File: src/rtl/serv_ibuf.sv
// serv_ibuf: instruction fetch buffer between the core fetch port and a Wishbone bus.
// Sequential prefetch FIFO is built only when SERV_IBUF_PREFETCH_EN is defined.
module serv_ibuf #(
    parameter int          DEPTH    = 2,
    parameter logic [31:0] RESET_PC = 32'h0
) (
    input  logic        clk,
    input  logic        i_rst,
    input  logic [31:0] i_cpu_adr,
    input  logic        i_cpu_cyc,
    output logic [31:0] o_cpu_rdt,
    output logic        o_cpu_ack,
    output logic [31:0] o_wb_adr,
    output logic        o_wb_cyc,
    input  logic [31:0] i_wb_rdt,
    input  logic        i_wb_ack
);

`ifdef SERV_IBUF_PREFETCH_EN
    localparam bit PF_EN = 1'b1;
`else
    localparam bit PF_EN = 1'b0;
`endif

    localparam int AW = (DEPTH > 1) ? $clog2(DEPTH) : 1;
    localparam int CW = AW + 1;
    localparam logic [CW-1:0] FULL = CW'(DEPTH);

    typedef enum logic [1:0] {
        IDLE,
        FETCH,
        PREFETCH,
        DISCARD
    } state_t;

    state_t        state;
    logic [31:0]   mem [DEPTH];
    logic [AW-1:0] rd_ptr;
    logic [AW-1:0] wr_ptr;
    logic [CW-1:0] count;
    logic [CW-1:0] count_nxt;
    logic [29:0]   next_adr;
    logic [29:0]   fetch_adr;
    logic [29:0]   wb_adr;
    logic [29:0]   cpu_adr;
    logic [29:0]   head_adr;
    logic          req;
    logic          hit;
    logic          inflight;
    logic          miss;
    logic          push;
    logic          unused_adr_bits;

    assign unused_adr_bits = ^i_cpu_adr[1:0];
    assign o_wb_adr = {wb_adr, 2'b00};
    assign cpu_adr  = i_cpu_adr[31:2];

    // FIFO words are consecutive and end just below the next prefetch target
    assign head_adr = next_adr - 30'(count);

    // A request being served by FETCH/DISCARD is not re-classified
    assign req = i_cpu_cyc && !o_cpu_ack &&
                 (state == IDLE || state == PREFETCH);
    assign hit = req && (count != '0) && (head_adr == cpu_adr);
    assign inflight = req && (count == '0) &&
                      (state == PREFETCH) && (wb_adr == cpu_adr);
    assign miss = req && !hit && !inflight;
    assign push = (state == PREFETCH) && i_wb_ack && !miss && !inflight;
    assign count_nxt = count + CW'(push) - CW'(hit);

    always_ff @(posedge clk) begin
        if (push) begin
            mem[wr_ptr] <= i_wb_rdt;
        end
    end

    always_ff @(posedge clk or posedge i_rst) begin
        if (i_rst) begin
            state     <= IDLE;
            count     <= '0;
            rd_ptr    <= '0;
            wr_ptr    <= '0;
            next_adr  <= RESET_PC[31:2];
            fetch_adr <= '0;
            wb_adr    <= '0;
            o_wb_cyc  <= 1'b0;
            o_cpu_ack <= 1'b0;
            o_cpu_rdt <= '0;
        end else begin
            o_cpu_ack <= 1'b0;
            if (hit) begin
                o_cpu_ack <= 1'b1;
                o_cpu_rdt <= mem[rd_ptr];
                rd_ptr    <= rd_ptr + AW'(1);
            end
            if (push) begin
                wr_ptr <= wr_ptr + AW'(1);
            end
            if (miss) begin
                rd_ptr    <= '0;
                wr_ptr    <= '0;
                next_adr  <= cpu_adr + 30'd1;
                fetch_adr <= cpu_adr;
            end
            count <= miss ? '0 : count_nxt;
            unique case (state)
                IDLE: begin
                    if (miss) begin
                        state    <= FETCH;
                        o_wb_cyc <= 1'b1;
                        wb_adr   <= cpu_adr;
                    end else if (PF_EN && count_nxt < FULL) begin
                        state    <= PREFETCH;
                        o_wb_cyc <= 1'b1;
                        wb_adr   <= next_adr;
                    end
                end
                FETCH: begin
                    if (i_wb_ack) begin
                        o_cpu_ack <= 1'b1;
                        o_cpu_rdt <= i_wb_rdt;
                        next_adr  <= wb_adr + 30'd1;
                        if (PF_EN) begin
                            state  <= PREFETCH;
                            wb_adr <= wb_adr + 30'd1;
                        end else begin
                            state    <= IDLE;
                            o_wb_cyc <= 1'b0;
                        end
                    end
                end
                PREFETCH: begin
                    if (miss) begin
                        // an ack landing with the miss frees the bus at once
                        if (i_wb_ack) begin
                            state  <= FETCH;
                            wb_adr <= cpu_adr;
                        end else begin
                            state <= DISCARD;
                        end
                    end else if (inflight) begin
                        if (i_wb_ack) begin
                            o_cpu_ack <= 1'b1;
                            o_cpu_rdt <= i_wb_rdt;
                            next_adr  <= next_adr + 30'd1;
                            wb_adr    <= next_adr + 30'd1;
                        end else begin
                            state <= FETCH;
                        end
                    end else if (push) begin
                        next_adr <= next_adr + 30'd1;
                        if (count_nxt < FULL) begin
                            wb_adr <= next_adr + 30'd1;
                        end else begin
                            state    <= IDLE;
                            o_wb_cyc <= 1'b0;
                        end
                    end
                end
                DISCARD: begin
                    if (i_wb_ack) begin
                        state  <= FETCH;
                        wb_adr <= fetch_adr;
                    end
                end
                default: begin
                    state    <= IDLE;
                    o_wb_cyc <= 1'b0;
                end
            endcase
        end
    end

endmodule
File: config.mk
export PLATFORM = sky130hd
export DESIGN_NAME = serv_ibuf
export DESIGN_NICKNAME = d
export VERILOG_FILES = /design/src/rtl/serv_ibuf.sv
export SDC_FILE = /design/constraint.sdc
export NUM_CORES = 1
export LEC_CHECK = 0
export BUFFER_PORTS_ARGS = -buffer_cell sky130_fd_sc_hd__buf_2
export CORE_UTILIZATION = 45
export DETAILED_ROUTE_END_ITERATION = 7
export PLACE_DENSITY = 0.69
export SLEW_MARGIN = 0
export SYNTH_ARGS = -nofsm -noshare
export SYNTH_HDL_FRONTEND = slang
export SYNTH_SLANG_ARGS = --single-unit
File: constraint.sdc
create_clock -name clk -period 6.7 [get_ports clk]
set_input_delay 0.67 -clock clk [delete_from_list [all_inputs] [get_ports clk]]
set_output_delay 0.67 -clock clk [all_outputs]
set_load 0.02 [all_outputs]
==> results of run 1 <==
where the power goes:
group	switching (mW)	leakage (nW)	total (mW)	internal, mW
logic	1.50	3.02	2.47	0.967
registers	0.460	2.20	2.02	1.56
clock network	0.593	0.313	1.13	0.535
total	2.55	5.54	5.61	3.06
sequential cells by signal, summed over array words and instances, names as in the netlist:
| name | flops |
|---|---|
| mem | 64 |
| o_cpu_rdt | 32 |
| fetch_adr | 30 |
| next_adr | 30 |
| wb_adr | 30 |
| count | 2 |
| state | 2 |
| o_cpu_ack | 1 |
| o_wb_cyc | 1 |
| rd_ptr | 1 |
| wr_ptr | 1 |
kinds of logic (layout without fill, tap and decap cells):
family / count (synthesis) / count (layout) / synth area share [%]
buffers and inverters: 162 / 228 / 5.54
multiplexers: 100 / 100 / 8.47
XOR/XNOR: 162 / 162 / 11.5
adder cells (fa/ha/maj): 14 / 14 / 1.48
other: 1 / 3 / 0.0304
flip-flops: 194 / 194 / 41.9
AO/OA/AOI/OAI: 276 / 276 / 15.0
AND/OR/NAND/NOR: 392 / 392 / 16.0
critical path: cells and delay by family (launching register included):
kind | cells | cell delay, ps
AND/OR/NAND/NOR | 9 | 2610
adder cells (fa/ha/maj) | 4 | 880
buffers and inverters | 4 | 690
AO/OA/AOI/OAI | 2 | 490
flip-flops | 1 | 440
XOR/XNOR | 2 | 440
multiplexers | 1 | 380
stage by stage:
stage,cell area [um2],util (%)
after floorplan,12400,-
after global placement,13100,48.7
after detailed placement,13100,48.7
after CTS,13800,51.1
after global routing,13800,51.1
final,13800,51.1
final cells by class:
| class | count | area share (%) |
|---|---|---|
| Inverter | 42 | 1.18 |
| Clock buffer | 17 | 3.09 |
| Antenna cell | 1 | 0.0182 |
| Tap cell | 341 | 3.10 |
| Clock inverter | 15 | 1.61 |
| Multi-Input combinational cell | 946 | 47.4 |
| Sequential cell | 194 | 37.6 |
| Timing Repair Buffer | 154 | 6.05 |
layout by cell type (no fill, tap or decap), types with 11 or more instances in the layout:
cell       synthesis  final
a22o_1            24     24
buf_2             19    129
nand3_1           40     40
nor3_1            35     35
and3_1            16     16
o21ai_0           91     91
buf_4              4     25
nand2_1           91     91
mux2_2            36     36
a22oi_1           15     15
dfrtp_1          130    129
inv_1             42     41
xnor2_1           91     91
mux2i_1           64     64
a222oi_1          26     26
nor2_1            95     92
nand2b_1          11     11
nor4_1            27     27
xor2_1            71     71
clkbuf_16          0     17
a21oi_1           46     45
nand4_1           23     23
ha_1              13     13
edfxtp_1          64     64
worst min-delay path by stage:
| stage | end | slack [ps] | cells past startpoint |
|---|---|---|---|
| final | o_cpu_rdt[19]$_DFF_PP0_ | 300 | 2 |
| after floorplan | fetch_adr[5]$_DFFE_PP0P_ | 450 | 2 |
| after global routing | o_cpu_rdt[19]$_DFF_PP0_ | 340 | 2 |
| after CTS | o_cpu_rdt[19]$_DFF_PP0_ | 320 | 2 |
| after global placement | fetch_adr[5]$_DFFE_PP0P_ | 470 | 2 |
| after detailed placement | fetch_adr[5]$_DFFE_PP0P_ | 480 | 2 |
metal layers:
layer | up-vias | global-route usage (%) | routed length [um]
met3 | 73 | 3.78 | 2410
met4 | 0 | 8.93 | 893
met2 | 469 | 40.8 | 16700
met5 | - | 0 | 0
li1 | 4811 | - | -
met1 | 5185 | 37.5 | 16200
==> flow_summary_export.csv, run 1 <==
group,metric,value,unit
outcome,outcome,"completed",
sta,rsz0062_at_grt,"false",
grt,grt_overflow,0,
final_layout,area_delta_synth_final,11.6,%
yosys,synth_most_common_cell,"dfrtp_1",
final_layout,nFillCells,2486,
placement,dp_hpwl,24.9,mm
grt,grt_pass1_wl,57.4,mm
power_and_ir_drop,power_leakage,5.54,nW
die,die_w,168,um
sta,final-setup-viol-count,0,
drt,drt_wl_total,36.2,mm
clock_tree,hold_buffers,0,
power_and_ir_drop,ir_drop,0.165,mV
yosys,synth_edf_count,64,
sta,fmax,165,MHz
placement,dp.cells,1677,
drt,wire_per_inst,21.2,um
final_layout,nNetsFinal,1437,
yosys,ys_ff_latch,194,
drt,post_drt_via_cell_ratio,6.16,
clock_tree,post_cts_resized,0,
setup_path,reg2reg_depth,22,
setup_path,path_class,"flip-flop to flip-flop",
setup_path,r2r-end,"wb_adr[6]$_DFFE_PP0P_",
grt,grt_pass1_vias,10000,
yosys,synth.area.top_cells,"dfrtp_1 26%, edfxtp_1 16%, xnor2_1 6.5%",
sta,fin_crit,6060,ps
yosys,postSynthCellCount,1301,
die,initial_core_util,45.8,%
die,row_count,60,
clock_tree,cts_setup_buffers,0,
sta,slew_headroom,29.2,%
drt,ant_nets,0,
power_and_ir_drop,powerDensity,407,nW/um2
placement,port_buffers,129,
clock_tree,clk_pin_slew_worst_paths,90,ps
grt,grt_antenna_before_repair,1,
grt,track_usage,26.3,%
yosys,syn_area,12300,um2
setup_path,crit_start,"next_adr[0]$_DFF_PP0_",
sta,worst_pin_slew,1060,ps
run,drv_cap,0,
sta,drv_slew,0,
setup_path,worstPathRequired,7040,ps
setup_path,r2r-start,"next_adr[0]$_DFF_PP0_",
setup_path,cpPeakStageDelay,580,ps
die,die_y,168,um
drt,drt_iter0_drc,1167,
yosys,synth.top_cell.area_share,26.3,%
clock_tree,cts_tree,"done",
yosys,yosys_warnings,0,
drt,first_pass_iters,6,
clock_tree,htree_levels,4,
sta,period_share,90.4,%
power_and_ir_drop,total_power,5.61,mW
placement,gp_congestion,0.941,
yosys,ys_async_sr_fraction,67.0,%
yosys,ys_types,74,
setup_path,cp.arrival,6390,ps
yosys,ys.flop_type,"dfrtp_1",
die,die_area,28100,um2
sta,whs,302,ps
clock_tree,clkLatencyLatePin,450,ps
final_layout,multi_input_area,6530,um2
sta,hold_viol,0,
clock_tree,clkSinkCount,194,
setup_path,cpMaxStageDelayCell,"or4b_4",
clock_tree,cts_buffers,17,
yosys,syn_area_per_cell,9.49,um2
setup_path,r2r_slack,640,ps
hold_path,hold_path_class,"input pin to asynchronous set/reset pin",
setup_path,critPathCapture,"wb_adr[6]$_DFFE_PP0P_",
yosys,ys_top_cells_by_count,"130 x dfrtp_1, 95 x nor2_1, 91 x nand2_1, 91 x o21ai_0, 91 x xnor2_1",
die,core,27000,um2
sta,finClkSkew,13.2,ps
die,ioPinCount,134,
drt,drc,0,
drt,vias,10500,
sta,layout_setup_ws,642,ps
final_layout,regArea,5180,um2
setup_path,path_cells,"inv_1 -> ha_1 -> fa_1 -> or4b_4 -> o31a_1 -> or4_1 -> and3_1 -> nor4_1 -> nand2_1 -> buf_4 -> or2_4 -> and2_4 -> or3_4 -> ha_1 -> inv_1 -> ha_1 -> xnor2_1 -> xnor2_1 -> nor2_1 -> a21oi_4 -> buf_4 -> mux2_2",
setup_path,cp-end-kind,"flip-flop",
sta,final.setup.tns,0,ps
final_layout,drive_gt1_share,18.0,%
setup_path,crit_fanout,16,
clock_tree,clockBufferDepth,2,
final_layout,instances_no_fill,1710,
setup_path,critPathLaunchType,"flip-flop",
setup_path,crit_path_frequent_cell,"ha_1",
placement,dp_slack,714,ps
clock_tree,cts_root_buf,"clkbuf_16",
yosys,yosysSeqAreaShare,41.9,%
grt,grt_max_degree,70,
yosys,synth_area_leader_cell,"dfrtp_1",
No activity file was read; power rests on OpenSTA's default activity.
==> run 2, diff against run 1 <==
--- a/config.mk
+++ b/config.mk
@@ -6,9 +6,9 @@
 export NUM_CORES = 1
 export LEC_CHECK = 0
 export BUFFER_PORTS_ARGS = -buffer_cell sky130_fd_sc_hd__buf_2
-export CORE_UTILIZATION = 45
+export CORE_UTILIZATION = 55
 export DETAILED_ROUTE_END_ITERATION = 7
-export PLACE_DENSITY = 0.69
+export PLACE_DENSITY = 0.8
 export SLEW_MARGIN = 0
 export SYNTH_ARGS = -nofsm -noshare
 export SYNTH_HDL_FRONTEND = slang
==> run 2 against run 1 <==
  * Largest cell class unchanged
  * Flip-flop and latch count is the same
  * Non-clock buffer count shrank 3
  * Maximum frequency shrank 2.6%
  * Die area shrank 18%
  * The run now ends with design-rule violations left
==> flow_summary_export.csv, run 2 (synthesis results as in run 1) <==
group,metric,value,unit
sta,rsz0062_at_grt,"false",
drt,ant_nets,0,
grt,grt_pass1_wl,55.9,mm
placement,gp_congestion,0.971,
placement,dp.cells,1613,
placement,dp_hpwl,23.7,mm
drt,first_pass_iters,8,
drt,post_drt_via_cell_ratio,6.55,
grt,grt_pass1_vias,10200,
setup_path,critPathLaunchType,"flip-flop",
sta,whs,329,ps
sta,worst_pin_slew,1070,ps
grt,grt_overflow,0,
die,row_count,54,
setup_path,worstPathRequired,7030,ps
clock_tree,htree_levels,4,
hold_path,hold_path_class,"input pin to asynchronous set/reset pin",
drt,drt_wl_total,35.4,mm
clock_tree,clk_pin_slew_worst_paths,90,ps
power_and_ir_drop,power_leakage,5.54,nW
final_layout,top_regs,"mem (64), o_cpu_rdt (32)",
final_layout,area_delta_synth_final,11.1,%
die,ioPinCount,134,
final_layout,regArea,5180,um2
setup_path,path_class,"flip-flop to flip-flop",
clock_tree,hold_buffers,0,
final_layout,nNetsFinal,1434,
drt,drt_iter0_drc,1479,
die,initial_core_util,56.4,%
clock_tree,clkLatencyLatePin,460,ps
sta,final-setup-viol-count,0,
grt,grt_max_degree,102,
sta,hold_viol,0,
final_layout,nFillCells,1779,
sta,final.setup.tns,0,ps
final_layout,largest_register_ffs,64,
setup_path,cp-end-kind,"flip-flop",
sta,drv_slew,0,
final_layout,most-common-layout-cells,"129 x dfrtp_1, 129 x buf_2, 92 x nor2_1",
final_layout,instances_no_fill,1647,
drt,route.met3.wl,3.58,mm
sta,fmax,161,MHz
final_layout,drive_gt1_share,17.8,%
drt,drc,5,
sta,period_share,92.8,%
power_and_ir_drop,powerDensity,411,nW/um2
grt,track_usage,30.7,%
outcome,failed_checks,"design-rule violations",
sta,fin_crit,6220,ps
clock_tree,cts_buffers,17,
drt,highest_layer,"met4",
clock_tree,cts_tree,"done",
die,die_area,23100,um2
clock_tree,cts_setup_buffers,0,
outcome,outcome,"finished, violations left",
drt,vias,10800,
clock_tree,clockBufferDepth,2,
grt,grt_antenna_before_repair,2,
clock_tree,cts_root_buf,"clkbuf_16",
drt,wl_met1,14.1,mm
placement,port_buffers,129,
drt,wl_met2,16.1,mm
sta,slew_headroom,28.8,%
setup_path,crit_fanout,59,
final_layout,top_register,"mem",
setup_path,cp.arrival,6560,ps
die,core,21900,um2
power_and_ir_drop,ir_drop,0.208,mV
run,drv_cap,0,
die,die_w,152,um
die,die_y,152,um
drt,wire_per_inst,21.5,um
sta,finClkSkew,14.7,ps
final_layout,multi_input_area,6540,um2
clock_tree,post_cts_resized,0,
clock_tree,clkSinkCount,194,
power_and_ir_drop,total_power,5.64,mW
setup_path,reg2reg_depth,21,
run 2: cell types whose count changed in the layout (fill, tap and decap cells not counted), sizes merged:
cell / before / now
clkinv: 3 / 4
diode: 1 / 2
inv: 54 / 53
buf: 154 / 151
run 2: worst max-delay path: stages (launching register included):
cell and delay [ps]:
dfrtp_1 440, inv_1 120, ha_1 190, fa_1 220
or4b_4 580, o31a_1 320, or4_1 460, and3_1 230
nor4_1 310, nand2_1 120, or2_4 440, and2_4 270
or3_4 400, ha_1 290, inv_1 40, ha_1 180
xnor2_1 260, xnor2_1 210, nor2_1 120, a21oi_4 180
buf_4 330, mux2_2 370
run 2: cell type report:
cell class | count | area share [%]
Antenna cell | 2 | 0.0365
Clock buffer | 17 | 3.10
Clock inverter | 15 | 1.78
Inverter | 42 | 1.19
Multi-Input combinational cell | 946 | 47.6
Sequential cell | 194 | 37.7
Tap cell | 280 | 2.55
Timing Repair Buffer | 151 | 6.00
run 2: worst paths after layout:
kind / startpoint / end / slack, ps
setup / recovery: next_adr[0]$_DFF_PP0_ / wb_adr[6]$_DFFE_PP0P_ / 480
hold reg to reg: fetch_adr[5]$_DFFE_PP0P_ / fetch_adr[5]$_DFFE_PP0P_ / 490
max in group asynchronous: i_rst / rd_ptr$_DFFE_PP0P_ / 5090
setup reg to reg: next_adr[0]$_DFF_PP0_ / wb_adr[6]$_DFFE_PP0P_ / 480
hold / removal: i_rst / o_cpu_rdt[1]$_DFF_PP0_ / 330
min in group clk: i_wb_rdt[8] / mem[0][8]$_DFFE_PP_ / 410
run 2: metal layers:
metal  up-vias  track usage [%]
li1       4806                -
met1      5209             42.4
met2       656             46.5
met3       117             5.59
met4         0             15.2
met5         -                0
run 2: stage by stage:
| step | setup slack (ps) | util (%) | instance area [um2] |
|---|---|---|---|
| final | 479 | 62.7 | 13700 |
| after detailed placement | 549 | 59.6 | 13000 |
| after global routing | 108 | 62.7 | 13700 |
| after global placement | 697 | 59.6 | 13000 |
| after floorplan | 1210 | - | 12400 |
| after CTS | 508 | 62.7 | 13700 |
run 2: power breakdown:
group	internal, mW	switching, mW
Combinational	0.972	1.50
Sequential	1.56	0.465
Clock	0.542	0.598
Total	3.07	2.56
==> run 3, diff against run 2 <==
==> constraint.sdc (replaced) <==
create_clock -name clk -period 6.72 [get_ports clk]
set_input_delay 0.672 -clock clk [delete_from_list [all_inputs] [get_ports clk]]
set_output_delay 0.672 -clock clk [all_outputs]
set_load 0.02 [all_outputs]
==> run 3 against run 2 <==
  * The run still ends with design-rule violations left
  * First-iteration DRC count increased by 1.3%
  * Clock-buffer cell count unchanged
  * Sequential share of layout area about the same
  * Total power decreased by 0.48%
  * Largest cell class unchanged
  * Flip-flop and latch count unchanged
  * Maximum frequency increased by 1.6%
  * Worst hold slack got worse by 20 ps
  * Via count decreased by 1.0%
  * Combinational power about the same
  * Cell count decreased by 0.18%
  * Clock skew increased by 0.77 ps
==> flow_summary_export.csv, run 3 (synthesis results as in run 1) <==
group,metric,value,unit
final_layout,largest_register_ffs,64,
final_layout,top_register,"mem",
run,drv_cap,0,
sta,slew_headroom,28.5,%
placement,place_area,13000,um2
sta,rsz0062_at_grt,"false",
grt,grt_max_degree,102,
die,ioPinCount,134,
grt,grt_antenna_before_repair,1,
final_layout,area_delta_synth_final,11.0,%
placement,gp_congestion,0.967,
sta,worst_pin_slew,1070,ps
setup_path,cpPeakStageDelay,580,ps
power_and_ir_drop,clock_power_share,20.2,%
setup_path,worstPathRequired,7050,ps
power_and_ir_drop,power.share.switching,45.4,%
drt,first_pass_iters,8,
placement,dp.cells,1612,
clock_tree,clk_pin_slew_worst_paths,90,ps
grt,grt_overflow,0,
clock_tree,clkSinkCount,194,
final_layout,multi_input_area,6540,um2
drt,post_drt_via_cell_ratio,6.50,
final_layout,nFillCells,1830,
die,die_w,152,um
clock_tree,cts_setup_buffers,0,
final_layout,most-common-layout-cells,"129 x dfrtp_1, 129 x buf_2, 92 x nor2_1",
final_layout,regArea,5180,um2
setup_path,cpMaxStageDelayCell,"or4b_4",
die,die_area,23100,um2
final_layout,postLayoutCellArea,13700,um2
final_layout,top_regs,"mem (64), o_cpu_rdt (32)",
die,core,21900,um2
final_layout,nNetsFinal,1433,
drt,wire_per_inst,21.6,um
setup_path,crit_path_frequent_cell,"ha_1",
clock_tree,hold_buffers,0,
drt,ant_nets,0,
sta,final.setup.tns,0,ps
sta,final-setup-viol-count,0,
die,initial_core_util,56.4,%
setup_path,cp.arrival,6460,ps
placement,port_buffers,129,
clock_tree,clockBufferDepth,2,
sta,fmax,163,MHz
die,die_y,152,um
sta,drv_slew,0,
sta,finClkSkew,15.5,ps
clock_tree,cts_buffers,17,
sta,hold_viol,0,
grt,track_usage,31.1,%
sta,period_share,91.1,%
power_and_ir_drop,comb_power_share,43.9,%
clock_tree,clkLatencyLatePin,450,ps
setup_path,critPathLaunchType,"flip-flop",
hold_path,hold_path_class,"input pin to asynchronous set/reset pin",
final_layout,final_util,62.6,%
final_layout,instances_no_fill,1644,
final_layout,antenna_cells,0,
power_and_ir_drop,powerDensity,409,nW/um2
power_and_ir_drop,power_leakage,5.53,nW
clock_tree,cts_root_buf,"clkbuf_16",
clock_tree,cts_tree,"done",
drt,drt_wl_total,35.5,mm
power_and_ir_drop,intPower,3.06,mW
setup_path,path_cells,"inv_1 -> ha_1 -> fa_1 -> or4b_4 -> o31a_1 -> or4_1 -> and3_1 -> nor4_1 -> nand2_1 -> or2_4 -> and2_4 -> or3_4 -> ha_1 -> inv_1 -> ha_1 -> xnor2_1 -> xnor2_1 -> nor2_1 -> a21oi_4 -> buf_4 -> mux2_2",
final_layout,drive_gt1_share,17.7,%
sta,fin_crit,6120,ps
drt,vias,10700,
clock_tree,htree_levels,4,
setup_path,crit_fanout,59,
power_and_ir_drop,seqPwrFrac,35.9,%
placement,dp_hpwl,23.8,mm
power_and_ir_drop,switchingPower,2.55,mW
drt,drt_iter0_drc,1498,
drt,drc,5,
grt,grt_pass1_wl,56.7,mm
setup_path,path_class,"flip-flop to flip-flop",
clock_tree,post_cts_resized,0,
outcome,failed_checks,"design-rule violations",
outcome,outcome,"finished, violations left",
power_and_ir_drop,ir_drop,0.212,mV
die,row_count,54,
setup_path,cp-end-kind,"flip-flop",
grt,grt_pass1_vias,10200,
==> run 3: changes by cell type in the layout (fill, tap and decap cells not counted) <==
cell	change
diode_2	-2
buf_4	-1
inv_16	-1
inv_12	+1
==> run 3: worst paths after layout <==
kind | startpoint | to | slack (ps) | cells after the start
setup / recovery | next_adr[0]$_DFF_PP0_ | wb_adr[7]$_DFFE_PP0P_ | 600 | 21
hold / removal | i_rst | o_cpu_rdt[24]$_DFF_PP0_ | 310 | 2
setup reg to reg | next_adr[0]$_DFF_PP0_ | wb_adr[7]$_DFFE_PP0P_ | 600 | 21
hold reg to reg | fetch_adr[5]$_DFFE_PP0P_ | fetch_adr[5]$_DFFE_PP0P_ | 490 | 2
max in group asynchronous | i_rst | rd_ptr$_DFFE_PP0P_ | 5030 | 3
min in group clk | i_wb_rdt[25] | mem[0][25]$_DFFE_PP_ | 410 | 1
==> run 3: power by group through the flow <==
| stage | Combinational [mW] | Clock (mW) | Sequential (mW) |
|---|---|---|---|
| 5_1_grt | 2.65 | 1.19 | 2.07 |
| 2_1_floorplan | 1.70 | 0 | 2.00 |
| 4_1_cts | 2.42 | 1.15 | 2.00 |
| 3_5_place_dp | 2.41 | 0 | 2.02 |
| 6_report | 2.46 | 1.13 | 2.02 |
| 3_3_place_gp | 2.36 | 0 | 2.00 |
==> run 3: per-layer routing <==
layer	track usage [%]	share of wire, %	vias to the layer above
met4	12.0	3.3	0
li1	-	-	4800
met2	47.0	45	662
met1	44.4	42	5118
met3	5.73	9.8	98
met5	0	0	-
==> run 3: through the flow <==
step	total power [mW]	worst slack, ps	hold slack (ps)
after detailed placement	4.43	632	481
after CTS	5.57	610	341
after floorplan	3.71	1230	449
final	5.61	595	309
after global placement	4.36	681	474
after global routing	5.91	186	365
==> run 3: area by class of cell <==
type	count	share of cell area [%]
multi-input cells	946	47.7
flip-flops and latches	194	37.8
repair buffers	150	5.95
clock buffers	17	3.10
well taps	280	2.56
clock inverters	15	1.75
inverters	42	1.19
==> run 3: worst max-delay path, delay by kind of cell, from the launching register on <==
family / cells / cell delay (ps)
mux: 1 / 370
buf+inv: 3 / 480
flops: 1 / 440
simple gates: 9 / 2870
xor+xnor: 2 / 440
compound gates: 2 / 490
fa+ha+maj: 4 / 890
